$ cat src/rtl/dds_pkg.sv
// Shared DDS definitions: waveform select encodings and key count, also used by dds_ctrl.
// lowest_onehot() resolves simultaneous key presses in favour of the lowest index.
package dds_pkg;

    localparam int N_KEYS = 4;

    localparam logic [N_KEYS-1:0] WAVE_SINE   = 4'b0001;
    localparam logic [N_KEYS-1:0] WAVE_SQUARE = 4'b0010;
    localparam logic [N_KEYS-1:0] WAVE_TRI    = 4'b0100;
    localparam logic [N_KEYS-1:0] WAVE_SAW    = 4'b1000;

    // Scans from the top index down so the lowest set bit is the one left standing.
    function automatic logic [N_KEYS-1:0] lowest_onehot(input logic [N_KEYS-1:0] v);
        logic [N_KEYS-1:0] r;
        r = '0;
        for (int i = N_KEYS - 1; i >= 0; i--) begin
            if (v[i]) begin
                r    = '0;
                r[i] = 1'b1;
            end
        end
        return r;
    endfunction

endpackage

$ cat src/rtl/key_debounce.sv
// Single-key conditioner: two-flop synchroniser followed by a stable-time debouncer.
// key_level only follows the pin once it has held a new value for CNT_MAX consecutive cycles.
module key_debounce #(
    parameter int CNT_MAX = 5
) (
    input  logic sys_clk,
    input  logic sys_rst,
    input  logic key,
    output logic key_level
);

    localparam int             CW       = (CNT_MAX > 1) ? $clog2(CNT_MAX) : 1;
    localparam logic [CW-1:0]  CNT_LAST = CW'(CNT_MAX - 1);

    logic [1:0]    sync_q;
    logic          key_s;
    logic [CW-1:0] cnt;

    assign key_s = sync_q[1];

    // Reset to released (high) so an idle pin never looks like a press after reset.
    always_ff @(posedge sys_clk or posedge sys_rst) begin
        if (sys_rst) begin
            sync_q <= 2'b11;
        end else begin
            sync_q <= {sync_q[0], key};
        end
    end

    // Any return to the current level clears the count, so every bounce restarts qualification.
    always_ff @(posedge sys_clk or posedge sys_rst) begin
        if (sys_rst) begin
            cnt       <= '0;
            key_level <= 1'b1;
        end else if (key_s == key_level) begin
            cnt <= '0;
        end else if (cnt == CNT_LAST) begin
            key_level <= key_s;
            cnt       <= '0;
        end else begin
            cnt <= cnt + 1'b1;
        end
    end

endmodule

$ cat src/rtl/wave_key_sel.sv
// Front-panel waveform selector: debounces four active-low keys, pulses on each clean press,
// and holds a one-hot waveform select for dds_ctrl that moves only on a press.
module wave_key_sel
    import dds_pkg::*;
#(
    parameter int CLK_FREQ_HZ = 50_000_000,
    parameter int DEBOUNCE_MS = 20
) (
    input  logic              sys_clk,
    input  logic              sys_rst,
    input  logic [N_KEYS-1:0] key,
    output logic [N_KEYS-1:0] wave_sel,
    output logic [N_KEYS-1:0] press_pulse,
    output logic [N_KEYS-1:0] key_level
);

    localparam int CNT_MAX = CLK_FREQ_HZ / 1000 * DEBOUNCE_MS;

    logic [N_KEYS-1:0] key_level_d;
    logic [N_KEYS-1:0] pressed;

    for (genvar i = 0; i < N_KEYS; i++) begin : g_key
        key_debounce #(
            .CNT_MAX (CNT_MAX)
        ) u_key_debounce (
            .sys_clk   (sys_clk),
            .sys_rst   (sys_rst),
            .key       (key[i]),
            .key_level (key_level[i])
        );
    end

    // Falling edge of the debounced level is a press; rising edge (release) is ignored.
    assign pressed = key_level_d & ~key_level;

    always_ff @(posedge sys_clk or posedge sys_rst) begin
        if (sys_rst) begin
            key_level_d <= '1;
            press_pulse <= '0;
            wave_sel    <= WAVE_SINE;
        end else begin
            key_level_d <= key_level;
            press_pulse <= pressed;
            if (|pressed) begin
                wave_sel <= lowest_onehot(pressed);
            end
        end
    end

endmodule

$ cat config.mk
export PLATFORM = sky130hd
export DESIGN_NAME = wave_key_sel
export DESIGN_NICKNAME = d
export VERILOG_FILES = /design/src/rtl/dds_pkg.sv /design/src/rtl/key_debounce.sv /design/src/rtl/wave_key_sel.sv
export SDC_FILE = /design/constraint.sdc
export NUM_CORES = 1
export LEC_CHECK = 0
export CORE_UTILIZATION = 35
export DETAILED_ROUTE_END_ITERATION = 8
export HOLD_SLACK_MARGIN = 0.08
export SLEW_MARGIN = 10
export SYNTH_ARGS = -nofsm -noshare
export SYNTH_HDL_FRONTEND = slang
export SYNTH_SLANG_ARGS = --single-unit
$ cat constraint.sdc
create_clock -name sys_clk -period 5.1 [get_ports sys_clk]
set_input_delay 1.275 -clock sys_clk [delete_from_list [all_inputs] [get_ports sys_clk]]
set_output_delay 1.275 -clock sys_clk [all_outputs]
set_load 0.02 [all_outputs]
==> out/results.ini, run 1 <==
[clocking]
postCtsHoldBufs = 0
worstSkewPairLatency_ps = 350
htree_levels = 3
clock-root-buffer = clkbuf_16
cts_repair_resize_count = 0
cts_buffers = 9
post_cts.repair.setup_buffers = 0
path_clk_slew_ps = 70
cts_sinks = 104
cts_tree = yes
cts.path.max_buffers = 2

[sta]
skew_ps = 5.49
setup_ws_ps = 2300
slew_viol_final = 0
setup_violations = 0
rsz0062_at_grt = false
hold_ws_ps = 354
final.period_utilization_pct = 55.0
hold_viol = 0
worst_pin_slew_ps = 870
tns_ps = 0
period_minus_slack_ps = 2800
slew_headroom_pct = 41.6
max_clock_freq_ghz = 0.357

[placement]
hpwlAfterDp_um = 6210
placed_cell_area_mm2 = 0.00515
gp_congestion = 0.817
pre_cts_ws_ps = 2450
portBuffers = 17

[worst_setup_path]
crit_path_start_kind = flip-flop
critPathCaptureType = output port
path_max_fanout = 5
critical_path_buf_inv_count = 1
crit_type = reg -> out
crit_slowest_cell = clkdlybuf4s50_1
critPathArrivalTime_ps = 1530
slowest_delay_ps = 610
required_ps = 3830
cpLargestDelayFamily = buffers and inverters
path_cells = clkdlybuf4s50_1

[yosys]
synthesis.nets = 484
netlist_area_mm2 = 0.00479
synthCells = 474
synth_seq_cells = 104
yosysWarnings = 0
avgSynthCellArea_um2 = 10.1
ys_types = 33
ys_seq_area_share_pct = 54.8

[die]
start_util_pct = 36.0
fp.coreArea_mm2 = 0.0133
die_x_um = 119
ioPinCount = 18
row_count = 42
fp.dieH_um = 119
die_area_mm2 = 0.0141

[grt]
track_usage_pct = 13.8
grt_pass1_vias = 3344
grt_max_degree = 65
antenna_found_initial = 0
grt_pass1_wl_um = 15700
grt-ovfl-total = 0

[routing]
vias = 3486
first_pass_iters = 4
wl_met3_um = 383
drc_errors = 0
wl_per_cell_um = 13.4
wl_met2_um = 4140
drt_iter0_drc = 128
drt-met1-wl_um = 4360
final_antenna_net_count = 0
vias_per_cell = 5.18
highest_layer = met4
finalWirelength_um = 9000

[power]
power.density_mw_per_mm2 = 285
p_leak_nw = 2.19
peakVddDrop_uv = 148

[final_layout]
final_nets = 502
num_antenna_cells = 0
seqCellArea_mm2 = 0.00262
multi_input_area_mm2 = 0.00205
final_area_mm2 = 0.00543
drive_above_1_share_pct = 10.1
area_growth_pct = 13.5
fill_cells = 1264

[outcome]
status = complete, no violations

[job]
cap_viol_max_count = 0

[hold_path]
hold_class = reg -> reg

## registers in the layout, summed over array words and instances, names as in the netlist
register and count:
g_key.u_key_debounce.cnt 80, g_key.u_key_debounce.sync_q 8, g_key.u_key_debounce.key_level 4, key_level_d 4
press_pulse 4, wave_sel 4
## metrics by stage
step | utilization, % | cells | power, mW
detailed placement | 38.7 | 657 | 0.914
global route | 40.9 | 673 | 1.61
global placement | 38.7 | 657 | 0.912
floorplan | - | 474 | 0.895
finish | 40.9 | 673 | 1.55
CTS | 40.9 | 673 | 1.58
## worst paths after layout
check	start	endpoint	slack, ps	depth (start not counted)
worst max-delay path	g_key[2].u_key_debounce.key_level$_DFFE_PP1P_	key_level[2]	2300	1
worst min-delay path	g_key[0].u_key_debounce.sync_q[0]$_DFF_PP1_	g_key[0].u_key_debounce.sync_q[1]$_DFF_PP1_	350	0
worst max register to register	g_key[0].u_key_debounce.cnt[12]$_DFF_PP0_	g_key[0].u_key_debounce.cnt[10]$_DFF_PP0_	2440	5
worst min register to register	g_key[0].u_key_debounce.sync_q[0]$_DFF_PP1_	g_key[0].u_key_debounce.sync_q[1]$_DFF_PP1_	350	0
max in group asynchronous	sys_rst	g_key[3].u_key_debounce.cnt[19]$_DFF_PP0_	2990	3
min in group asynchronous	sys_rst	g_key[0].u_key_debounce.cnt[14]$_DFF_PP0_	1140	2
## logic make-up after synthesis
kind of cell | synth area share [%]
DFF | 54.8
xor gates and xnor gates | 9.33
AOI/OAI and AO/OA | 6.27
muxes | 0.941
adders and majority gates | 1.05
and+or+nand+nor | 25.0
buffers and inverters | 2.61
## where the power goes
group	internal (mW)	switching, mW	leakage [nW]
registers	0.838	0.00950	1.38
clock network	0.335	0.317	0.132
logic	0.0152	0.0340	0.670
## cells in the final DEF (no fill, tap or decap), drive strengths merged, types with 17 or more instances in the layout
master | Yosys | layout
clkdlybuf4s50 | 0 | 17
xnor2 | 24 | 24
dfstp | 17 | 17
o21ai | 21 | 21
nand3 | 28 | 28
nor2 | 66 | 66
a21oi | 27 | 27
nand4 | 22 | 22
dfrtp | 87 | 87
xor2 | 27 | 27
or3 | 20 | 20
nand2 | 28 | 28
## layout make-up
type / count / share of cell area, %
Timing Repair Buffer: 23 / 3.96
Clock inverter: 7 / 1.01
Inverter: 11 / 0.806
Clock buffer: 9 / 4.15
Multi-Input combinational cell: 343 / 37.7
Tap cell: 176 / 4.05
Sequential cell: 104 / 48.3
## cell usage after synthesis (all sizes together)
cell type | instances | area [um2]
a21oi | 27 | 135
and2 | 5 | 31.3
and3 | 12 | 75.1
and4 | 6 | 52.6
buf | 7 | 50.0
clkbuf | 9 | 33.8
dfrtp | 87 | 2180
dfstp | 17 | 447
ha | 4 | 50.1
inv | 11 | 41.3
mux2 | 4 | 45.0
nand2 | 28 | 105
nand2b | 2 | 12.5
nand3 | 28 | 145
nand4 | 22 | 138
nand4b | 3 | 26.3
nand4bb | 1 | 11.3
nor2 | 66 | 248
nor2b | 4 | 25.0
nor3 | 9 | 45.0
nor4 | 8 | 50.1
nor4b | 2 | 17.5
o21ai | 21 | 105
o31ai | 8 | 60.1
or2 | 2 | 12.5
or3 | 20 | 125
or3b | 1 | 8.76
or4 | 9 | 67.6
xnor2 | 24 | 210
xor2 | 27 | 236
## routing by layer
layer / track usage (%) / vias to the layer above
met5: 0 / -
li1: - / 1704
met1: 18.0 / 1705
met4: 4.75 / 0
met3: 3.74 / 10
met2: 22.2 / 67
Note: power is estimated with default switching activity, not from simulation.
==> run 2, diff against run 1 <==
==> constraint.sdc (replaced) <==
create_clock -name sys_clk -period 2.8 [get_ports sys_clk]
set_input_delay 0.7 -clock sys_clk [delete_from_list [all_inputs] [get_ports sys_clk]]
set_output_delay 0.7 -clock sys_clk [all_outputs]
set_load 0.02 [all_outputs]
==> run 2 against run 1 <==
  * Total power grew 87%
  * Clock-buffer cell count rose by 1
  * Critical path depth unchanged
  * Register-to-register slack lost 1800 ps
  * Clock power up 93%
  * Routed wire length fell by 1.0%
  * Hold slack better by 2.9 ps
  * Clock skew grew 1.4 ps
  * Sequential share of layout area down 0.21 points
  * Global-route usage increased by 0.21 points
  * Combinational power up 82%
  * Largest power group unchanged
  * Highest routed layer unchanged
==> out/results.ini, run 2 (synthesized netlist as in run 1, its figures left out) <==
[outcome]
status = complete, no violations

[worst_setup_path]
critPathCaptureType = output port
reg2reg_slack_ps = 640
reg2reg_from = g_key[1].u_key_debounce.cnt[0]$_DFF_PP0_
crit_path_start_kind = flip-flop
cpLargestDelayFamily = buffers and inverters
crit_type = reg -> out
path_cells = clkdlybuf4s50_1
r2r_end = g_key[1].u_key_debounce.cnt[4]$_DFF_PP0_
required_ps = 2100
slowest_delay_ps = 630
critical_path_buf_inv_count = 1
critPathArrivalTime_ps = 1580
rr_worst_depth = 6
path_max_fanout = 5
crit_slowest_cell = clkdlybuf4s50_1

[sta]
slew_viol_final = 0
worst_pin_slew_ps = 725
skew_ps = 6.89
max_clock_freq_ghz = 0.439
final.period_utilization_pct = 81.3
hold_viol = 0
tns_ps = 0
rsz0062_at_grt = false
slew_headroom_pct = 51.4
setup_violations = 0
period_minus_slack_ps = 2280

[final_layout]
fin_cells = 672
top_register = g_key.u_key_debounce.cnt
fill_cells = 1279
drive_above_1_share_pct = 9.68
largestRegisters = g_key.u_key_debounce.cnt: 80 flops, g_key.u_key_debounce.sync_q: 8 flops
largest_reg_flops = 80
layout_commonest_cell = dfrtp_1
num_antenna_cells = 0
final_cell_mix = dfrtp_1 (87), nor2_1 (66), nand2_1 (28)
area_growth_pct = 14.0
final_nets = 501

[clocking]
cts_buffers = 9
cts_sinks = 104
post_cts.repair.setup_buffers = 0
cts_tree = yes
htree_levels = 3
postCtsHoldBufs = 0
cts_repair_resize_count = 0
path_clk_slew_ps = 70
clock-root-buffer = clkbuf_16
cts.path.max_buffers = 2
worstSkewPairLatency_ps = 350

[routing]
wl_per_cell_um = 13.3
first_pass_iters = 4
drc_errors = 0
finalWirelength_um = 8910
final_antenna_net_count = 0
drt_iter0_drc = 148
vias_per_cell = 5.12
vias = 3439

[grt]
grt_max_degree = 105
grt_pass1_vias = 3357
antenna_found_initial = 0
track_usage_pct = 14.0
grt-ovfl-total = 0
grt_pass1_wl_um = 15900

[die]
die_area_mm2 = 0.0141
row_count = 42
ioPinCount = 18
start_util_pct = 36.0
fp.coreArea_mm2 = 0.0133
fp.dieH_um = 119
die_x_um = 119

[power]
pwr-share-clk_pct = 43.6
p_leak_nw = 2.19
netSwitchingFraction_pct = 22.2
p_switching_uw = 643
p_seq_share_pct = 53.3
power.density_mw_per_mm2 = 531
power.internal_mw = 2.25
peakVddDrop_uv = 274
comb_power_share_pct = 3.1

[placement]
placed_cells = 656
hpwlAfterDp_um = 5880
gp_congestion = 0.770
portBuffers = 17

[hold_path]
hold_class = reg -> reg
min_from = g_key[2].u_key_debounce.sync_q[0]$_DFF_PP1_
whs_path_depth = 0
hold_path_end = g_key[2].u_key_debounce.sync_q[1]$_DFF_PP1_

[job]
cap_viol_max_count = 0

==> run 2: power by group through the flow <==
stage	sequential [mW]	combinational [mW]	clock [mW]
after floorplan	1.57	0.0631	0
after global placement	1.57	0.0912	0
after detailed placement	1.57	0.0933	0
after CTS	1.54	0.0937	1.31
after global routing	1.55	0.104	1.36
final	1.54	0.0895	1.26
==> run 2: worst max path at each step <==
stage,to,startpoint,slack (ps),cells past startpoint
2_1_floorplan,g_key[0].u_key_debounce.key_level$_DFFE_PP1P_,g_key[0].u_key_debounce.cnt[12]$_DFF_PP0_,850,4
3_3_place_gp,g_key[1].u_key_debounce.cnt[6]$_DFF_PP0_,g_key[1].u_key_debounce.cnt[0]$_DFF_PP0_,710,6
3_5_place_dp,g_key[1].u_key_debounce.cnt[10]$_DFF_PP0_,g_key[1].u_key_debounce.cnt[0]$_DFF_PP0_,640,6
4_1_cts,key_level[2],g_key[2].u_key_debounce.key_level$_DFFE_PP1P_,500,1
5_1_grt,g_key[1].u_key_debounce.cnt[2]$_DFF_PP0_,g_key[1].u_key_debounce.cnt[0]$_DFF_PP0_,460,6
6_report,key_level[2],g_key[2].u_key_debounce.key_level$_DFFE_PP1P_,520,1
==> run 2: area by class of cell <==
| cell class | instances | area, um2 | share of cell area [%] |
|---|---|---|---|
| Clock buffer | 10 | 229 | 4.20 |
| Clock inverter | 6 | 68.8 | 1.26 |
| Inverter | 11 | 45.0 | 0.826 |
| Multi-Input combinational cell | 343 | 2050 | 37.5 |
| Sequential cell | 104 | 2620 | 48.1 |
| Tap cell | 176 | 220 | 4.04 |
| Timing Repair Buffer | 22 | 220 | 4.04 |
==> run 2: layer usage <==
layer / share of wire [%] / vias to the layer above / GRT usage, % / wire length (um)
met3: 2.7 / 11 / 2.87 / 239
met2: 46 / 32 / 22.3 / 4110
li1: - / 1703 / - / -
met1: 49 / 1693 / 18.0 / 4360
met4: 2.3 / 0 / 7.44 / 209
met5: 0 / - / 0 / 0
==> run 2: stage by stage <==
step | setup slack, ps | hold slack (ps) | power (mW) | utilization [%] | instance area, um2
2_1_floorplan | 854 | 345 | 1.63 | - | 4790
3_3_place_gp | 706 | 346 | 1.66 | 38.8 | 5160
3_5_place_dp | 640 | 347 | 1.67 | 38.8 | 5160
4_1_cts | 496 | 358 | 2.95 | 41.0 | 5460
5_1_grt | 457 | 360 | 3.01 | 41.0 | 5460
6_report | 522 | 357 | 2.90 | 41.0 | 5460
==> run 3, diff against run 2 <==
==> constraint.sdc (replaced) <==
create_clock -name sys_clk -period 2.1 [get_ports sys_clk]
set_input_delay 0.525 -clock sys_clk [delete_from_list [all_inputs] [get_ports sys_clk]]
set_output_delay 0.525 -clock sys_clk [all_outputs]
set_load 0.02 [all_outputs]
==> run 3 against run 2 <==
  * First-iteration DRC count up 45%
  * Non-clock buffer count increased by 11
  * Register-to-register slack worse by 520 ps
  * Die area did not move
  * Hold slack worse by 1.4 ps
  * Worst setup slack worse by 460 ps
  * Critical endpoint is now wave_sel[0]
  * Critical path depth unchanged
  * Highest routed layer unchanged
  * Sequential power grew 34%
  * Largest cell class unchanged
  * Flip-flop and latch count stayed put
==> out/results.ini, run 3 (synthesized netlist as in run 1, its figures left out) <==
[final_layout]
final_nets = 512
layout_commonest_cell = dfrtp_1
final_cell_mix = dfrtp_1 (87), nor2_1 (66), nand2_1 (28)
drive_above_1_share_pct = 12.2
area_growth_pct = 16.3
largest_reg_flops = 80
top_register = g_key.u_key_debounce.cnt
num_antenna_cells = 0
largestRegisters = g_key.u_key_debounce.cnt: 80 flops, g_key.u_key_debounce.sync_q: 8 flops

[die]
die_area_mm2 = 0.0141
ioPinCount = 18
row_count = 42
fp.dieH_um = 119
die_x_um = 119
fp.coreArea_mm2 = 0.0133
start_util_pct = 36.0

[worst_setup_path]
crit_slowest_cell = clkdlybuf4s50_1
critical_path_buf_inv_count = 1
critPathCaptureType = output port
required_ps = 1570
crit_path_start_kind = flip-flop
path_max_fanout = 2
crit_type = reg -> out
cpLargestDelayFamily = buffers and inverters
path_cells = clkdlybuf4s50_1
slowest_delay_ps = 640
critPathArrivalTime_ps = 1510

[routing]
final_antenna_net_count = 0
first_pass_iters = 4
vias_per_cell = 5.10
wl_per_cell_um = 13.2
vias = 3485
drc_errors = 0
drt_iter0_drc = 215
finalWirelength_um = 9010

[clocking]
clock-root-buffer = clkbuf_16
cts.path.max_buffers = 2
cts_sinks = 104
post_cts.repair.setup_buffers = 0
cts_buffers = 9
htree_levels = 3
cts_tree = yes
path_clk_slew_ps = 70
worstSkewPairLatency_ps = 340

[sta]
skew_ps = 8.74
period_minus_slack_ps = 2030
tns_ps = 0
worst_pin_slew_ps = 474
setup_ws_ps = 65.6
final.period_utilization_pct = 96.9
slew_viol_final = 0
hold_viol = 0
slew_headroom_pct = 68.1
setup_violations = 0
max_clock_freq_ghz = 0.492
rsz0062_at_grt = false

[grt]
grt_pass1_vias = 3438
track_usage_pct = 14.0
grt_max_degree = 30
grt_pass1_wl_um = 16000
antenna_found_initial = 0
grt-ovfl-total = 0

[outcome]
status = complete, no violations

[job]
cap_viol_max_count = 0

[placement]
pre_cts_ws_ps = 58.7
hpwlAfterDp_um = 6350
portBuffers = 17
gp_congestion = 0.799

[power]
peakVddDrop_uv = 503
p_leak_nw = 2.32
power.density_mw_per_mm2 = 687

[hold_path]
hold_class = reg -> reg

[run 3: worst register-to-register path, stage by stage, from the launching register on]
cell and delay (ps):
dfrtp_1 380, or4_1 530, or4_4 550, o21ai_2 160, buf_6 170, nor2_1 70
[run 3: final cells by class]
class	instances	area, um2
Clock inverter	5	57.6
Clock buffer	11	233
Tap cell	176	220
Timing Repair Buffer	33	325
Fill cell	1272	7730
Sequential cell	104	2620
Multi-Input combinational cell	343	2060
Inverter	11	45.0
[run 3: where the power goes]
part | total [mW] | switching [mW] | internal (mW)
Clock | 1.63 | 0.709 | 0.925
Sequential | 2.06 | 0.0226 | 2.04
Combinational | 0.134 | 0.0847 | 0.0492
[run 3: per-layer routing]
layer  share of wire, %  vias up  track usage, %
li1                   -     1729               -
met1                 48     1698            18.0
met2                 48       50            22.6
met3                3.2        8            4.26
met4                1.2        0            4.59
met5                  0        -               0
[run 3: repair_timing]
item / in CTS / in global routing
resized for setup: 1 / 8
setup endpoints to repair: 1 / 18
gates cloned: 0 / 0
hold buffers: 0 / 0
pin swaps: 0 / 0
[run 3: per-stage QoR]
step | area (um2) | hold slack, ps | std cells | power (mW) | util (%)
after global routing | 5570 | 360 | 683 | 4.00 | 41.9
after floorplan | 4790 | 345 | 474 | 2.17 | -
after CTS | 5540 | 357 | 683 | 3.89 | 41.7
final | 5570 | 355 | 683 | 3.83 | 41.9
after detailed placement | 5250 | 347 | 667 | 2.23 | 39.5
after global placement | 5250 | 346 | 667 | 2.23 | 39.5
[run 3: path summary, 6_finish.rpt]
check	startpoint	end	slack, ps	cells after the start
worst max register to register	g_key[0].u_key_debounce.cnt[12]$_DFF_PP0_	g_key[0].u_key_debounce.cnt[12]$_DFF_PP0_	120	5
worst min register to register	g_key[0].u_key_debounce.sync_q[0]$_DFF_PP1_	g_key[0].u_key_debounce.sync_q[1]$_DFF_PP1_	360	0
worst max-delay path	wave_sel[0]$_DFFE_PP1P_	wave_sel[0]	70	1
min in group asynchronous	sys_rst	g_key[1].u_key_debounce.cnt[16]$_DFF_PP0_	550	2
worst min-delay path	g_key[0].u_key_debounce.sync_q[0]$_DFF_PP1_	g_key[0].u_key_debounce.sync_q[1]$_DFF_PP1_	360	0
max in group asynchronous	sys_rst	g_key[2].u_key_debounce.key_level$_DFFE_PP1P_	980	3
